--- src/rtl/rx_frame_gate_if.sv ---
// Frame bus between the network/SPI receiver and the frame gate.
interface rx_frame_gate_if #(
    parameter int unsigned BUFFER_SIZE = 352
) ();

    logic                   sync;
    logic [BUFFER_SIZE-1:0] rx_data;
    logic [BUFFER_SIZE-1:0] frame_data;
    logic                   frame_valid;
    logic                   timeout;
    logic [15:0]            frame_count;
    logic [15:0]            error_count;

    // Receiver side: produces raw frames, consumes qualified results.
    modport master (
        output sync,
        output rx_data,
        input  frame_data,
        input  frame_valid,
        input  timeout,
        input  frame_count,
        input  error_count
    );

    // Gate side: consumes raw frames, produces qualified results.
    modport slave (
        input  sync,
        input  rx_data,
        output frame_data,
        output frame_valid,
        output timeout,
        output frame_count,
        output error_count
    );

endinterface

--- src/rtl/rx_frame_gate.sv ---
// Qualifies received frames by header word, commits valid ones to a stable
// register and owns the link watchdog driving the design-wide timeout.
module rx_frame_gate #(
    parameter int unsigned BUFFER_SIZE = 352,
    parameter logic [31:0] HEADER      = 32'h74697277,
    parameter int unsigned TIMEOUT     = 2700000,
    parameter int unsigned MAX_BAD     = 3
) (
    input logic            clk,
    input logic            rst,
    rx_frame_gate_if.slave bus
);

    localparam int unsigned    WD_W    = $clog2(TIMEOUT + 1) + 1;
    localparam logic [WD_W-1:0] WD_MAX = WD_W'(TIMEOUT);
    localparam logic [7:0]     BAD_MAX = 8'(MAX_BAD);

    localparam logic [0:0] IDLE  = 1'b0;
    localparam logic [0:0] CHECK = 1'b1;

    logic [2:0]             s;
    logic                   sync_edge_c;
    logic [0:0]             state;
    logic [0:0]             next_state;
    logic [BUFFER_SIZE-1:0] stage;
    logic                   pending;
    logic [WD_W-1:0]        wd;
    logic [7:0]             bad_run;
    logic [31:0]            hdr_c;
    logic                   load_c;
    logic                   commit_c;
    logic                   reject_c;
    logic                   pend_set_c;
    logic [7:0]             bad_inc_c;
    logic                   bad_trip_c;

    // Header is the first four received bytes, reassembled little-endian.
    assign hdr_c = {stage[BUFFER_SIZE-25 -: 8], stage[BUFFER_SIZE-17 -: 8],
                    stage[BUFFER_SIZE-9 -: 8],  stage[BUFFER_SIZE-1 -: 8]};

    assign sync_edge_c = (s[2:1] == 2'b01);
    assign bad_inc_c   = (bad_run < BAD_MAX) ? bad_run + 8'd1 : bad_run;
    assign bad_trip_c  = reject_c && (bad_inc_c == BAD_MAX);

    // Bring the asynchronous frame strobe into the clk domain.
    always_ff @(posedge clk or posedge rst) begin
        if (rst) s <= 3'b000;
        else     s <= {s[1:0], bus.sync};
    end

    // FSM state register.
    always_ff @(posedge clk or posedge rst) begin
        if (rst) state <= IDLE;
        else     state <= next_state;
    end

    // Next-state and control strobes.
    always_comb begin
        next_state = state;
        load_c     = 1'b0;
        commit_c   = 1'b0;
        reject_c   = 1'b0;
        pend_set_c = 1'b0;
        case (state)
            IDLE: begin
                if (sync_edge_c || pending) begin
                    load_c     = 1'b1;
                    next_state = CHECK;
                end
            end
            CHECK: begin
                if (hdr_c == HEADER) commit_c = 1'b1;
                else                 reject_c = 1'b1;
                pend_set_c = sync_edge_c;
                next_state = IDLE;
            end
            default: next_state = IDLE;
        endcase
    end

    // Snapshot the raw frame and track at most one queued edge.
    always_ff @(posedge clk or posedge rst) begin
        if (rst) begin
            stage   <= '0;
            pending <= 1'b0;
        end else begin
            if (load_c) stage <= bus.rx_data;
            if (load_c)          pending <= 1'b0;
            else if (pend_set_c) pending <= 1'b1;
        end
    end

    // Commit valid frames and maintain frame/error statistics.
    always_ff @(posedge clk or posedge rst) begin
        if (rst) begin
            bus.frame_data  <= '0;
            bus.frame_valid <= 1'b0;
            bus.frame_count <= 16'd0;
            bus.error_count <= 16'd0;
            bad_run         <= 8'd0;
        end else begin
            bus.frame_valid <= commit_c;
            if (commit_c) begin
                bus.frame_data  <= stage;
                bus.frame_count <= bus.frame_count + 16'd1;
                bad_run         <= 8'd0;
            end else if (reject_c) begin
                if (bus.error_count != 16'hFFFF) bus.error_count <= bus.error_count + 16'd1;
                bad_run <= bad_inc_c;
            end
        end
    end

    // Link watchdog: a commit always wins over saturation or a bad-run trip.
    always_ff @(posedge clk or posedge rst) begin
        if (rst) begin
            wd          <= WD_MAX;
            bus.timeout <= 1'b1;
        end else if (commit_c) begin
            wd          <= '0;
            bus.timeout <= 1'b0;
        end else if (bad_trip_c) begin
            wd          <= WD_MAX;
            bus.timeout <= 1'b1;
        end else if (wd == WD_MAX) begin
            bus.timeout <= 1'b1;
        end else begin
            wd <= wd + WD_W'(1);
        end
    end

endmodule

--- src/flat_wrapper.sv ---
// flat-port wrapper written by rule: the top's interface ports become plain ports
module rx_frame_gate_flat 
#(
    parameter int unsigned BUFFER_SIZE = 352,
    parameter logic [31:0] HEADER      = 32'h74697277,
    parameter int unsigned TIMEOUT     = 2700000,
    parameter int unsigned MAX_BAD     = 3
)
  (clk, rst, bus_sync, bus_rx_data, bus_frame_data, bus_frame_valid, bus_timeout, bus_frame_count, bus_error_count);
  rx_frame_gate_if #(.BUFFER_SIZE(BUFFER_SIZE)) bus_i ();
  input logic clk;
  input logic rst;
  input wire logic [$bits(bus_i.sync)-1:0] bus_sync;
  input wire logic [$bits(bus_i.rx_data)-1:0] bus_rx_data;
  output wire logic [$bits(bus_i.frame_data)-1:0] bus_frame_data;
  output wire logic [$bits(bus_i.frame_valid)-1:0] bus_frame_valid;
  output wire logic [$bits(bus_i.timeout)-1:0] bus_timeout;
  output wire logic [$bits(bus_i.frame_count)-1:0] bus_frame_count;
  output wire logic [$bits(bus_i.error_count)-1:0] bus_error_count;
  assign bus_i.sync = bus_sync;
  assign bus_i.rx_data = bus_rx_data;
  assign bus_frame_data = bus_i.frame_data;
  assign bus_frame_valid = bus_i.frame_valid;
  assign bus_timeout = bus_i.timeout;
  assign bus_frame_count = bus_i.frame_count;
  assign bus_error_count = bus_i.error_count;
  rx_frame_gate #(.BUFFER_SIZE(BUFFER_SIZE), .HEADER(HEADER), .TIMEOUT(TIMEOUT), .MAX_BAD(MAX_BAD)) u_core (.clk(clk), .rst(rst), .bus(bus_i));
endmodule
--- config.mk ---
export PLATFORM = sky130hd
export DESIGN_NAME = rx_frame_gate_flat
export DESIGN_NICKNAME = d
export VERILOG_FILES = /design/src/rtl/rx_frame_gate_if.sv /design/src/rtl/rx_frame_gate.sv /design/src/flat_wrapper.sv
export SDC_FILE = /design/constraint.sdc
export NUM_CORES = 2
export LEC_CHECK = 0
export BUFFER_PORTS_ARGS = -buffer_cell sky130_fd_sc_hd__buf_2
export CAP_MARGIN = 40
export CORE_MARGIN = 4
export CORE_UTILIZATION = 30
export DETAILED_ROUTE_END_ITERATION = 12
export HOLD_SLACK_MARGIN = 0.06
export PLACE_DENSITY_LB_ADDON = 0.12
export SETUP_SLACK_MARGIN = 0.2
export SYNTH_ARGS = -nofsm -noshare
export SYNTH_HDL_FRONTEND = slang
export SYNTH_SLANG_ARGS = --single-unit
export TNS_END_PERCENT = 100
--- constraint.sdc ---
create_clock -name clk -period 37.4 [get_ports clk]
set_clock_uncertainty 0.15 [all_clocks]
set_input_delay 3.74 -clock clk [delete_from_list [all_inputs] [get_ports clk]]
set_output_delay 3.74 -clock clk [all_outputs]
set_load 0.005 [all_outputs]
**Yosys cells after proc, flatten, opt, wreduce, memory -nomap -nowiden**

Cells that the tools add are included.
Widths: inputs -> output; s select.

- Register bits: 774
- Word-level logic and storage cells: 49
- Input port bits: 355
- Output and inout bits: 386

- Eq/ne operators: 6
- $add $sub $neg: 4
- Reduce and logical (&&, ||, !) cells: 6
- $lt $le $gt $ge: 1
- Multiplexer cells: 19
- Bitwise operators: 2

Operators by type and width:

| kind | count |
|---|---|
| $mux 23 | 3 |
| $add 16x1->16 const B | 2 |
| $eq 32x31->1 const B | 1 |
| $mux 8 | 3 |
| $add 23x1->23 const B | 1 |
| $eq 23x22->1 const B | 1 |
| $ne 16x16->1 const B | 1 |
| $mux 1 | 12 |
| $add 8x1->8 const B | 1 |
| $eq 8x2->1 const B | 1 |
| $lt 8x2->1 const B | 1 |
| $reduce_bool 2->1 | 2 |
| $ne 3x1->1 const B | 1 |
| $reduce_and 3->1 | 1 |
| $reduce_bool 3->1 | 1 |
| $eq 2x1->1 const B | 1 |
| $not 1->1 | 2 |
| $pmux 1 s2 | 1 |
| $logic_and 1x1->1 | 1 |
| $logic_or 1x1->1 | 1 |

**Longest topological paths before layout**

- Depth after elaboration: 6
- Depth in mapped cells: 8

**Worst setup path before layout**

Ideal clock, no wire load.

- Path kind: register to output
- Start point: register u_core.bus.timeout
- End point: output bus_timeout
- Cell stages (with the launch flop): 1
- Arrival: 510 ps
- Path slack: 33000 ps
- Path buffers: 0
- Path through: dfstp_2

RTL lines:

| what | RTL line | text |
|---|---|---|
| from (decl) | rx_frame_gate_if.sv:31 | `output timeout,` |
| from (signal assigned) | rx_frame_gate.sv:118 | `bus.timeout <= 1'b1;` |
| from (signal assigned) | rx_frame_gate.sv:121 | `bus.timeout <= 1'b0;` |
| from (signal assigned) | rx_frame_gate.sv:124 | `bus.timeout <= 1'b1;` |
| to (decl) | flat_wrapper.sv:17 | `output wire logic [$bits(bus_i.timeout)-1:0] bus_timeout;` |

No word-level cell between the ends.

==> summary.md <==
| Metric | Value |
|---|---|
| CP Cell Sequence | buf_2, inv_8, buf_16, buf_12, buf_4, buf_4, buf_16 |
| Via density | 4.42 |
| Fillers | 9571 |
| Ys Warns | 0 |
| Synth area leader | dfrtp_1 |
| Synth cell count leaders | nand2_1 (979), dfrtp_1 (764), mux2_2 (352) |
| Slowest stage delay, CP | 0.80 ns |
| Die X | 320 um |
| First-pass DRT Iterations | 4 |
| Finished Core Util | 38.9% |
| Status | finished, final reports clean |
| Top cell type's share of synthesized area | 65.4% |
| Average wire per standard cell | 18.7 um |
| Crit. End Element | asynchronous set/reset pin |
| Total gr overflow | 0 |
| Reg area | 19400 um^2 |
| FMAX | 158 MHz |
| Antenna viol nets, final | 0 |
| Top-Level Pins | 741 |
| CP Class | primary input to asynchronous set/reset pin |
| CTS buffer count | 91 |
| CTS Hold Bufs | 0 |
| Post-layout min period | 6.31 ns |
| # port buffers | 740 |
| Worst skew pair latency | approximately 0.65 ns |
| Peak VDD IR | 0.0000326 V |
| Min-delay src | u_core.s[0] |
| Design Area, Final | between 30000 and 40000 um^2 |
| Reg2Reg Depth | 10 |
| Final Max Tran Viols | 0 |
| Post-synth EDFFs | 0 |
| RSZ-0062 raised after global routing | false |
| Critical-path maximum fanout | 155 |
| Hpwl dp | 59700 um |
| Post-synth top flop | dfrtp_1 |
| Top cells by area, synth | dfrtp_1 (65%), mux2_2 (14%), nand2_1 (13%) |
| H-tree depth | 3 |
| Final Routed Wirelength | 85600 um |
| Rows | 114 |
| Fin crit share | 16.9% |
| CP bufs+invs | 7 |
| GRT Total Usage | 16.4% |
| R2r startpoint | u_core.stage[336] |
| Vias in the first global route | 21600 |
| Count leader, synth | nand2_1 |
| Max-Cap Viols | 0 |
| Worst-path clk slew | roughly 0.060 ns |
| Worst EP arrival | between 6 and 7 ns |
| HP Class | register to register |
| Share of layout cells above drive strength 1 | 39.0% |
| Worst-Margin Slew | approximately 1.3 ns |
| Post-CTS Setup Bufs | 0 |
| Root buffer cell | clkbuf_16 |
| Critical-path top delay cell | buf_4 |
| Initial drt markers | about 1100 |
| WHS Endpoint | u_core.s[1] |
| Starting Density | between 30 and 40% |
| First-pass GRT wire length | 131000 um |
| Synth Register Bits | between 700 and 800 |
| Initial antenna violation count | 37 |
| Die height | 320 um |
| Via Count | 20300 |
| CTS Buffer Depth | 3 |
| Clock sink count | between 700 and 800 |
| Area occupied by multi-input gates | 9280 um^2 |
| Worst path top cell family by delay | buffers and inverters |
| Drc violations | 0 |
| Fin nets | 3578 |
| Placer congestion estimate | 0.788 |
| Layout area overhead | 28.6% |
| Post-synthesis sequential area ratio | 66.3% |
| Placed cell areas | 34500 um^2 |
| Fin. Hold Viols | 0 |
| Syn nets | 2835 |
| Post-cts resize count | 0 |
| CTS tree | done |
| Fin Setup TNS | 0 ns |
| R2r endpoint | u_core.bus.frame_data[231] |
| Core region area | 96700 um^2 |
| Pwr per Cell Area | 55.5 nW/um^2 |
| Syn Area/Cell | 11.8 um^2 |
| Unique masters post-synth | 43 |
| Pin count of the biggest net entering global routing | 177 |
| CP Depth | 7 |
| Die area | 102000 um^2 |
| WHS Path Cells | 0 |
| Max_slew headroom | 15.8% |
| LEAKAGE | 20.0 nW |
| Required time worst endpoint | around 38 ns |
| Synth Cell Area | 29200 um^2 |
| R2R setup slack | approximately 33 ns |
| CP startpoint kind | primary input |
| Cells after Synth | 2475 |
| Asr flop ratio synth | 100% |
| Final setup fails | 0 |
-- cells in the final DEF, fill, tap and decap left out, drive strengths merged, types with 22 or more instances in the layout --
cell type and count:
diode 27, mux2 353, nand2 979, xnor2 28, buf 773, and2 22
xor2 23, nor2 29, clkbuf 135, dfrtp 764
-- sequential cells by signal (all words and copies together), names as in the netlist --
name                    flops
u_core.wd                  23
u_core.bus.frame_valid      1
u_core.bus.frame_count     16
u_core.bus.error_count     16
u_core.s                    3
u_core.bus.frame_data     352
u_core.pending              1
u_core.state                1
u_core.stage              352
u_core.bad_run              8
u_core.bus.timeout          1
-- through the flow --
step / power [mW] / worst slack (ns) / instances / hold WS (ns)
floorplan: 1.15 / 11.80 / 2475 / 0.181
global placement: 1.20 / 30.04 / 4386 / 0.192
detailed placement: 1.22 / 30.22 / 4400 / 0.202
CTS: 2.12 / 30.96 / 4561 / 0.216
global route: 2.19 / 30.62 / 4577 / 0.216
finish: 2.09 / 31.09 / 4589 / 0.211
-- where the power goes --
part	switching (mW)	total [mW]	internal, mW
Sequential	0.0597	1.00	0.943
Clock	0.351	0.884	0.533
Combinational	0.0850	0.201	0.116
-- cell type report --
cell class,instances,area share [%]
sequential,774,51.6
multi-input combinational,1567,24.7
timing repair buffer,774,11.2
clock buffer,135,7.09
tap,1276,4.25
clock inverter,26,0.866
antenna,27,0.180
inverter,10,0.140
-- layer usage --
layer,global-route usage (%),vias to the layer above,part of all wire [%]
li1,-,9504,-
met1,18.7,10100,38
met2,28.5,526,51
met3,5.33,136,7.3
met4,6.58,14,2.9
met5,0,-,0.11
-- cell families after synthesis --
kind of cell	after synthesis	synth area share, %
buffers and inverters	134	1.97
adders and majority gates	5	0.214
and+or+nand+nor	1136	15.9
muxes	355	13.7
xor gates and xnor gates	51	1.53
AOI/OAI and AO/OA	20	0.368
DFF	774	66.3
-- worst max-delay path by stage --
stage | start | to
2_1_floorplan | rst | u_core.bad_run[0]
3_5_place_dp | rst | u_core.stage[301]
5_1_grt | rst | u_core.stage[301]
6_report | rst | u_core.stage[4]
3_3_place_gp | rst | u_core.bus.frame_data[323]
4_1_cts | rst | u_core.stage[4]
-- worst register-to-register path, delay by kind of cell (launching register included) --
kind          cells  cell delay (ns)
buf+inv           5             2.13
simple gates      5             1.66
flops             1             0.38
No activity file was read; power rests on OpenSTA's default activity.
